File: src/rtl/cpu_alu_seq.sv
// Multi-cycle ALU with its own {I,C,Z,V,N} flag register. Shifts and MUL iterate
// one bit per EXEC cycle; every state change happens on the falling clock edge.
module cpu_alu_seq #(
    parameter int WIDTH  = 16,
    parameter bit MUL_EN = 1'b1
) (
    input  logic             clk,
    input  logic             rst,
    input  logic             start,
    input  logic [3:0]       op,
    input  logic [WIDTH-1:0] a,
    input  logic [WIDTH-1:0] b,
    output logic [WIDTH-1:0] result,
    output logic [4:0]       flags,
    output logic             wr_en,
    output logic             busy,
    output logic             done
);

    localparam int CW = $clog2(WIDTH + 1);

    localparam logic [3:0] OP_CMP  = 4'b0000, OP_SEXT = 4'b0001, OP_SETS = 4'b0010,
                           OP_GETS = 4'b0011, OP_ADDC = 4'b0100, OP_SUBC = 4'b0101,
                           OP_TST  = 4'b0110, OP_MUL  = 4'b0111, OP_ADD  = 4'b1000,
                           OP_SUB  = 4'b1001, OP_SHL  = 4'b1010, OP_SHR  = 4'b1011,
                           OP_AND  = 4'b1100, OP_OR   = 4'b1101, OP_INV  = 4'b1110,
                           OP_XOR  = 4'b1111;

    typedef enum logic [1:0] {S_IDLE, S_EXEC, S_DONE} state_t;

    state_t               state_q, state_d;
    logic [3:0]           op_q;
    logic [WIDTH-1:0]     a_q, b_q, result_q, result_d;
    logic [2*WIDTH-1:0]   w_q, w_d;
    logic                 c_q, c_d, bz_q, wr_en_q, wr_d;
    logic [CW-1:0]        cnt_q, n_acc;
    logic [4:0]           flags_q, flags_d;

    always_ff @(negedge clk or negedge rst) begin
        if (!rst) state_q <= S_IDLE;
        else      state_q <= state_d;
    end

    always_comb begin
        state_d = state_q;
        case (state_q)
            S_IDLE:  if (start) state_d = S_EXEC;
            S_EXEC:  if (cnt_q == '0) state_d = S_DONE;
            S_DONE:  state_d = S_IDLE;
            default: state_d = S_IDLE;
        endcase
    end

    always_comb begin
        busy = (state_q != S_IDLE);
        done = (state_q == S_DONE);
    end

    // Iteration count: shifts clamp to WIDTH and never drop below one cycle.
    always_comb begin
        n_acc = CW'(1);
        if (op == OP_SHL || op == OP_SHR) begin
            if (b >= WIDTH'(WIDTH)) n_acc = CW'(WIDTH);
            else if (b != '0)       n_acc = b[CW-1:0];
        end else if (op == OP_MUL && MUL_EN) begin
            n_acc = CW'(WIDTH);
        end
    end

    // One iteration step: MUL shifts the product right, shifts move one bit.
    logic [WIDTH:0] mul_sum;
    always_comb begin
        w_d     = w_q;
        c_d     = c_q;
        mul_sum = {1'b0, w_q[2*WIDTH-1:WIDTH]} + {1'b0, a_q};
        if (op_q == OP_MUL) begin
            w_d = w_q[0] ? {mul_sum, w_q[WIDTH-1:1]} : {1'b0, w_q[2*WIDTH-1:1]};
        end else if (op_q == OP_SHL && !bz_q) begin
            c_d = w_q[WIDTH-1];
            w_d = {w_q[2*WIDTH-1:WIDTH], w_q[WIDTH-2:0], 1'b0};
        end else if (op_q == OP_SHR && !bz_q) begin
            c_d = w_q[0];
            w_d = {w_q[2*WIDTH-1:WIDTH], 1'b0, w_q[WIDTH-1:1]};
        end
    end

    logic             cin, c_fin, v_fin, keep_res, keep_flg;
    logic [WIDTH:0]   add_s, sub_s;
    logic [WIDTH-1:0] r_fin;
    always_comb begin
        cin      = (op_q == OP_ADDC || op_q == OP_SUBC) ? flags_q[3] : 1'b0;
        add_s    = {1'b0, a_q} + {1'b0, b_q} + {{WIDTH{1'b0}}, cin};
        sub_s    = {1'b0, a_q} - {1'b0, b_q} - {{WIDTH{1'b0}}, cin};
        r_fin    = '0;
        c_fin    = 1'b0;
        v_fin    = 1'b0;
        wr_d     = 1'b1;
        keep_res = 1'b0;
        keep_flg = 1'b0;
        case (op_q)
            OP_CMP, OP_SUB, OP_SUBC: begin
                r_fin = sub_s[WIDTH-1:0];
                c_fin = sub_s[WIDTH];
                v_fin = (a_q[WIDTH-1] ^ b_q[WIDTH-1]) & (a_q[WIDTH-1] ^ sub_s[WIDTH-1]);
                wr_d  = (op_q != OP_CMP);
            end
            OP_ADD, OP_ADDC: begin
                r_fin = add_s[WIDTH-1:0];
                c_fin = add_s[WIDTH];
                v_fin = (a_q[WIDTH-1] ~^ b_q[WIDTH-1]) & (a_q[WIDTH-1] ^ add_s[WIDTH-1]);
            end
            OP_SEXT: r_fin = {{(WIDTH-8){a_q[7]}}, a_q[7:0]};
            OP_SETS: begin
                wr_d     = 1'b0;
                keep_res = 1'b1;
            end
            OP_GETS: begin
                r_fin    = {{(WIDTH-5){1'b0}}, flags_q};
                keep_flg = 1'b1;
            end
            OP_TST: begin
                r_fin = a_q & b_q;
                wr_d  = 1'b0;
            end
            OP_MUL: begin
                if (MUL_EN) begin
                    r_fin = w_q[WIDTH-1:0];
                    c_fin = |w_q[2*WIDTH-1:WIDTH];
                end else begin
                    wr_d     = 1'b0;
                    keep_res = 1'b1;
                    keep_flg = 1'b1;
                end
            end
            OP_SHL, OP_SHR: begin
                r_fin = w_q[WIDTH-1:0];
                c_fin = c_q;
            end
            OP_AND:  r_fin = a_q & b_q;
            OP_OR:   r_fin = a_q | b_q;
            OP_INV:  r_fin = ~a_q;
            OP_XOR:  r_fin = a_q ^ b_q;
            default: r_fin = '0;
        endcase
        result_d = keep_res ? result_q : r_fin;
        if (op_q == OP_SETS) flags_d = a_q[4:0];
        else if (keep_flg)   flags_d = flags_q;
        else                 flags_d = {flags_q[4], c_fin, (r_fin == '0), v_fin, r_fin[WIDTH-1]};
    end

    always_ff @(negedge clk or negedge rst) begin
        if (!rst) begin
            op_q     <= '0;
            a_q      <= '0;
            b_q      <= '0;
            w_q      <= '0;
            c_q      <= 1'b0;
            bz_q     <= 1'b0;
            cnt_q    <= '0;
            result_q <= '0;
            flags_q  <= '0;
            wr_en_q  <= 1'b0;
        end else begin
            case (state_q)
                S_IDLE: if (start) begin
                    op_q  <= op;
                    a_q   <= a;
                    b_q   <= b;
                    cnt_q <= n_acc;
                    bz_q  <= (b == '0);
                    c_q   <= 1'b0;
                    w_q   <= (op == OP_MUL) ? {{WIDTH{1'b0}}, b} : {{WIDTH{1'b0}}, a};
                end
                S_EXEC: begin
                    if (cnt_q != '0) begin
                        cnt_q <= cnt_q - CW'(1);
                        w_q   <= w_d;
                        c_q   <= c_d;
                    end else begin
                        result_q <= result_d;
                        flags_q  <= flags_d;
                        wr_en_q  <= wr_d;
                    end
                end
                S_DONE:  wr_en_q <= 1'b0;
                default: wr_en_q <= 1'b0;
            endcase
        end
    end

    assign result = result_q;
    assign flags  = flags_q;
    assign wr_en  = wr_en_q;

endmodule

File: config.mk
export PLATFORM = sky130hd
export DESIGN_NAME = cpu_alu_seq
export DESIGN_NICKNAME = d
export VERILOG_FILES = /design/src/rtl/cpu_alu_seq.sv
export SDC_FILE = /design/constraint.sdc
export NUM_CORES = 1
export LEC_CHECK = 0
export CAP_MARGIN = 5
export CORE_MARGIN = 3
export CORE_UTILIZATION = 45
export CTS_BUF_LIST = sky130_fd_sc_hd__clkbuf_4 sky130_fd_sc_hd__clkbuf_8 sky130_fd_sc_hd__clkbuf_16
export DETAILED_ROUTE_END_ITERATION = 12
export GPL_ROUTABILITY_DRIVEN = 0
export GPL_TIMING_DRIVEN = 0
export PLACE_DENSITY = 0.64
export SLEW_MARGIN = 20
export SYNTH_ARGS = -nofsm -noshare
export SYNTH_HDL_FRONTEND = slang
export SYNTH_SLANG_ARGS = --single-unit
File: constraint.sdc
create_clock -name clk -period 4 [get_ports clk]
set_input_delay 0.8 -clock clk [delete_from_list [all_inputs] [get_ports clk]]
set_output_delay 0.8 -clock clk [all_outputs]
set_load 0.1 [all_outputs]
# Word level (Yosys, flattened, before mapping)
# Cells that the tools add are included.
totals:
  output_inout_bits: 24
  reg_bits: 99
  input_bits: 39
  elab_cells: 129
op_classes:
  n_bitwise: 13
  order_cmp: 1
  n_mux: 35
  n_reduce_logical: 32
  eq_ne: 29
  addsub: 6
ops:
  columns: ["op", "count"]
  rows:
  - ["$pmux 16 s9", 1]
  - ["$mux 32", 4]
  - ["$pmux 32 s2", 1]
  - ["$mux 16", 3]
  - ["$eq 4x4->1 const B", 10]
  - ["$mux 5", 7]
  - ["$add 16x16->17", 2]
  - ["$logic_not 16->1", 2]
  - ["$eq 4x3->1 const B", 5]
  - ["$add 17x1->17", 1]
  - ["$sub 16x16->17", 1]
  - ["$sub 17x1->17", 1]
  - ["$and 16x16->16", 1]
  - ["$ge 16x5->1 const B", 1]
  - ["$not 16->16", 1]
  - ["$or 16x16->16", 1]
  - ["$reduce_bool 16->1", 1]
  - ["$reduce_or 16->1", 1]
  - ["$xor 16x16->16", 1]
  - ["$ne 2x2->1 const B", 6]
  - ["$reduce_and 3->1", 4]
  - ["$pmux 5 s2", 1]
  - ["$mux 1", 9]
  - ["$eq 4x2->1 const B", 2]
  - ["other kinds (30)", 49]

# Depth between registers and ports, before layout
logic_depth:
  ltp_word: 9
  depth_mapped: 18
  ltp_nobuf: 15

==> impl_metrics.py <==
metrics = {
    "status": {
        "status": "finished, violations left",
        "violations": "negative setup slack",
    },
    "final_layout": {
        "area_growth_pct": 16.5,
        "fin_util": 0.542,
        "layout-drive-gt1-share": 0.117,
        "nets": 1286,
        "diodes": 0,
        "stdcell_area_um2": 10300,
    },
    "global_route": {
        "grt_pass1_vias": 8278,
        "track_usage": 0.274,
        "overflow": 0,
        "antenna_found_initial": 0,
        "grt_pass1_wl_um": 46400,
        "grt_max_degree": 78,
    },
    "yosys": {
        "synth_top_area_frac": 0.280,
        "synth.area.top_cells": "dfrtn_1 (28%), ha_1 (11%), o21ai_0 (6.9%), nand2_1 (5.3%), mux2i_1 (4.3%)",
        "synth_top_cell_by_area": "dfrtn_1",
        "ys_ff_latch": 99,
        "synth-edff-count": 0,
        "syn_area_per_cell_um2": 8.16,
        "synth-main-ff-cell": "dfrtn_1",
        "syn_inst": 1083,
        "synth_area_um2": 8840,
        "ys_types": 86,
        "synth_nets": 1207,
        "yosysWarnings": 0,
        "synth-seq-area-share": 0.280,
        "async_flop_share": 1.00,
    },
    "timing": {
        "hold_viol": 0,
        "rsz0062_at_grt": "yes",
        "drv_slew": 0,
        "setup_viol": 2,
        "tightestPinTransition_ns": 0.992,
        "finClkSkew_ns": 0.00762,
        "max_slew_margin": 0.339,
        "setup_ws_ns": -0.0262,
    },
    "route": {
        "routed_via_density": 6.07,
        "vias": 8658,
        "drt-initial-drc-count": 1114,
        "drc": 0,
        "ant_nets": 0,
        "dr.pass1.iters": 6,
        "drt-total-wl_um": 29900,
        "wire_per_inst_um": 21.0,
    },
    "worst_setup_path": {
        "critPathKind": "register to primary output",
        "startpoint_type": "register",
        "arrival_ns": 3.23,
        "ff2ff_path_depth": 15,
        "required_ns": 3.20,
        "worstSetupEndpointType": "primary output",
        "critPathMaxFanout": 5,
    },
    "floorplanning": {
        "die_h_um": 146,
        "io_pins": 63,
        "rows": 50,
        "dieArea_um2": 21400,
        "die_x_um": 146,
        "initial_utilization": 0.465,
        "core_um2": 19000,
    },
    "hold_path": {
        "hold_path.class": "register to register",
        "holdPathStages": 2,
    },
    "clock_network": {
        "cts_buffers": 9,
        "insertion_delay_ns": 0.36,
        "cts_max_path_buffers": 2,
        "clk_pin_slew_ns": 0.06,
        "cts_sinks": 99,
        "htree_levels": 3,
        "cts_hold_buf": 0,
        "ctsRootBufferMaster": "clkbuf_16",
        "cts_tree": "done",
    },
    "placement": {
        "place_hpwl_um": 23300,
        "dpl_cell_area_um2": 9820,
        "preCtsSetupSlack_ns": -1.02,
        "io_buffers": 62,
    },
    "flow_run": {
        "cap_violations": 0,
    },
}
state kept, by name, summed over array words and instances (netlist names):
register and count:
w_q 32, a_q 16, b_q 16, result 16
cnt_q 5, flags 5, op_q 4, state_q 2
bz_q 1, c_q 1, wr_en 1
synthesized netlist by cell type, drive strengths merged (6+ instances only):
cell    count
inv        69
nand3      27
o21ai     122
a31oi       8
buf        18
nor2       79
a21oi      75
nand4       6
o22ai      12
a21o       12
a22oi       9
a211oi     11
nand2     125
nor3       16
or3         7
nor4       14
nor2b      11
nand2b     14
o211ai     10
o21a        8
mux2i      38
xnor2      19
clkbuf     45
mux2       23
and3        6
a22o        8
ha         80
dfrtn      99
xor2       15
repair_timing:
item,4_1_cts,5_1_grt
setup endpoints to repair,100,58
setup buffers,4,5
pin swaps,7,5
resized for setup,177,42
cloned,0,0
metrics by stage:
step,setup TNS (ns),hold slack [ns],instances
floorplan,-0.0770,0.411,1083
global placement,-409.60,0.420,1405
detailed placement,-53.02,0.430,1406
CTS,-0.0711,0.425,1422
global route,-0.118,0.463,1427
finish,-0.0443,0.422,1427
cells by family (layout without fill, tap and decap cells):
family	Yosys count	in the layout	synth area share
compound gates	338	338	0.244
simple gates	334	334	0.179
buf+inv	132	216	0.0664
flops	99	99	0.280
fa+ha+maj	85	85	0.125
mux	61	61	0.0723
xor+xnor	34	34	0.0337
cells in the final DEF, fill, tap and decap left out, types with 6 or more instances in the layout:
cell type and n:
nand2_1 124, o21ai_0 118, dfrtn_1 99, ha_1 80, nor2_1 77, a21oi_1 71
inv_1 67, mux2i_1 36, clkbuf_1 26, nand3_1 26, mux2_2 23, clkdlybuf4s50_1 21
xnor2_1 19, buf_4 17, nor3_1 15, xor2_1 15, nand2b_1 14, dlygate4sd2_1 13
clkbuf_4 13, a21o_1 12, buf_2 11, o22ai_1 11, nor2b_1 10, nor4_1 10
o211ai_1 10, a22oi_1 9, clkbuf_16 9, a211oi_1 8, a31oi_1 8, o21a_1 8
a22o_1 8, clkbuf_8 7, nand4_1 6, or3_1 6, and3_1 6
path summary, 6_finish.rpt:
| path | from | slack (ns) | end |
|---|---|---|---|
| setup / recovery | state_q[1]$_DFFE_NN0P_ | -0.03 | done |
| hold / removal | result[10]$_DFFE_NN0P_ | 0.42 | result[10]$_DFFE_NN0P_ |
| setup reg to reg | op_q[1]$_DFFE_NN0P_ | 0.18 | flags[2]$_DFFE_NN0P_ |
| hold reg to reg | result[10]$_DFFE_NN0P_ | 0.42 | result[10]$_DFFE_NN0P_ |
| max in group asynchronous | rst | 1.14 | a_q[0]$_DFFE_NN0P_ |
| min in group asynchronous | rst | 2.17 | flags[1]$_DFFE_NN0P_ |
final cells by class:
type | count | area, um2
clock buffer | 9 | 225
inverter | 69 | 263
fill | 1853 | 8720
tap | 260 | 325
multi-input combinational | 852 | 5890
timing repair buffer | 72 | 684
sequential | 99 | 2480
clock inverter | 7 | 76.3
buffer | 59 | 359
worst max-delay path: stages, from the launching register on:
cell and delay, ns:
dfrtn_1 0.49, nor2b_4 0.19, buf_12 0.18
per-layer routing:
layer / GRT usage / wire [um]
met5: 0 / 0
met4: 0.114 / 1300
met3: 0.0391 / 2290
met2: 0.426 / 13300
met1: 0.383 / 13100
Power is left out: the tool's default activity adds up to more than one toggle a clock period on the data nets, which glitch-free logic cannot reach.
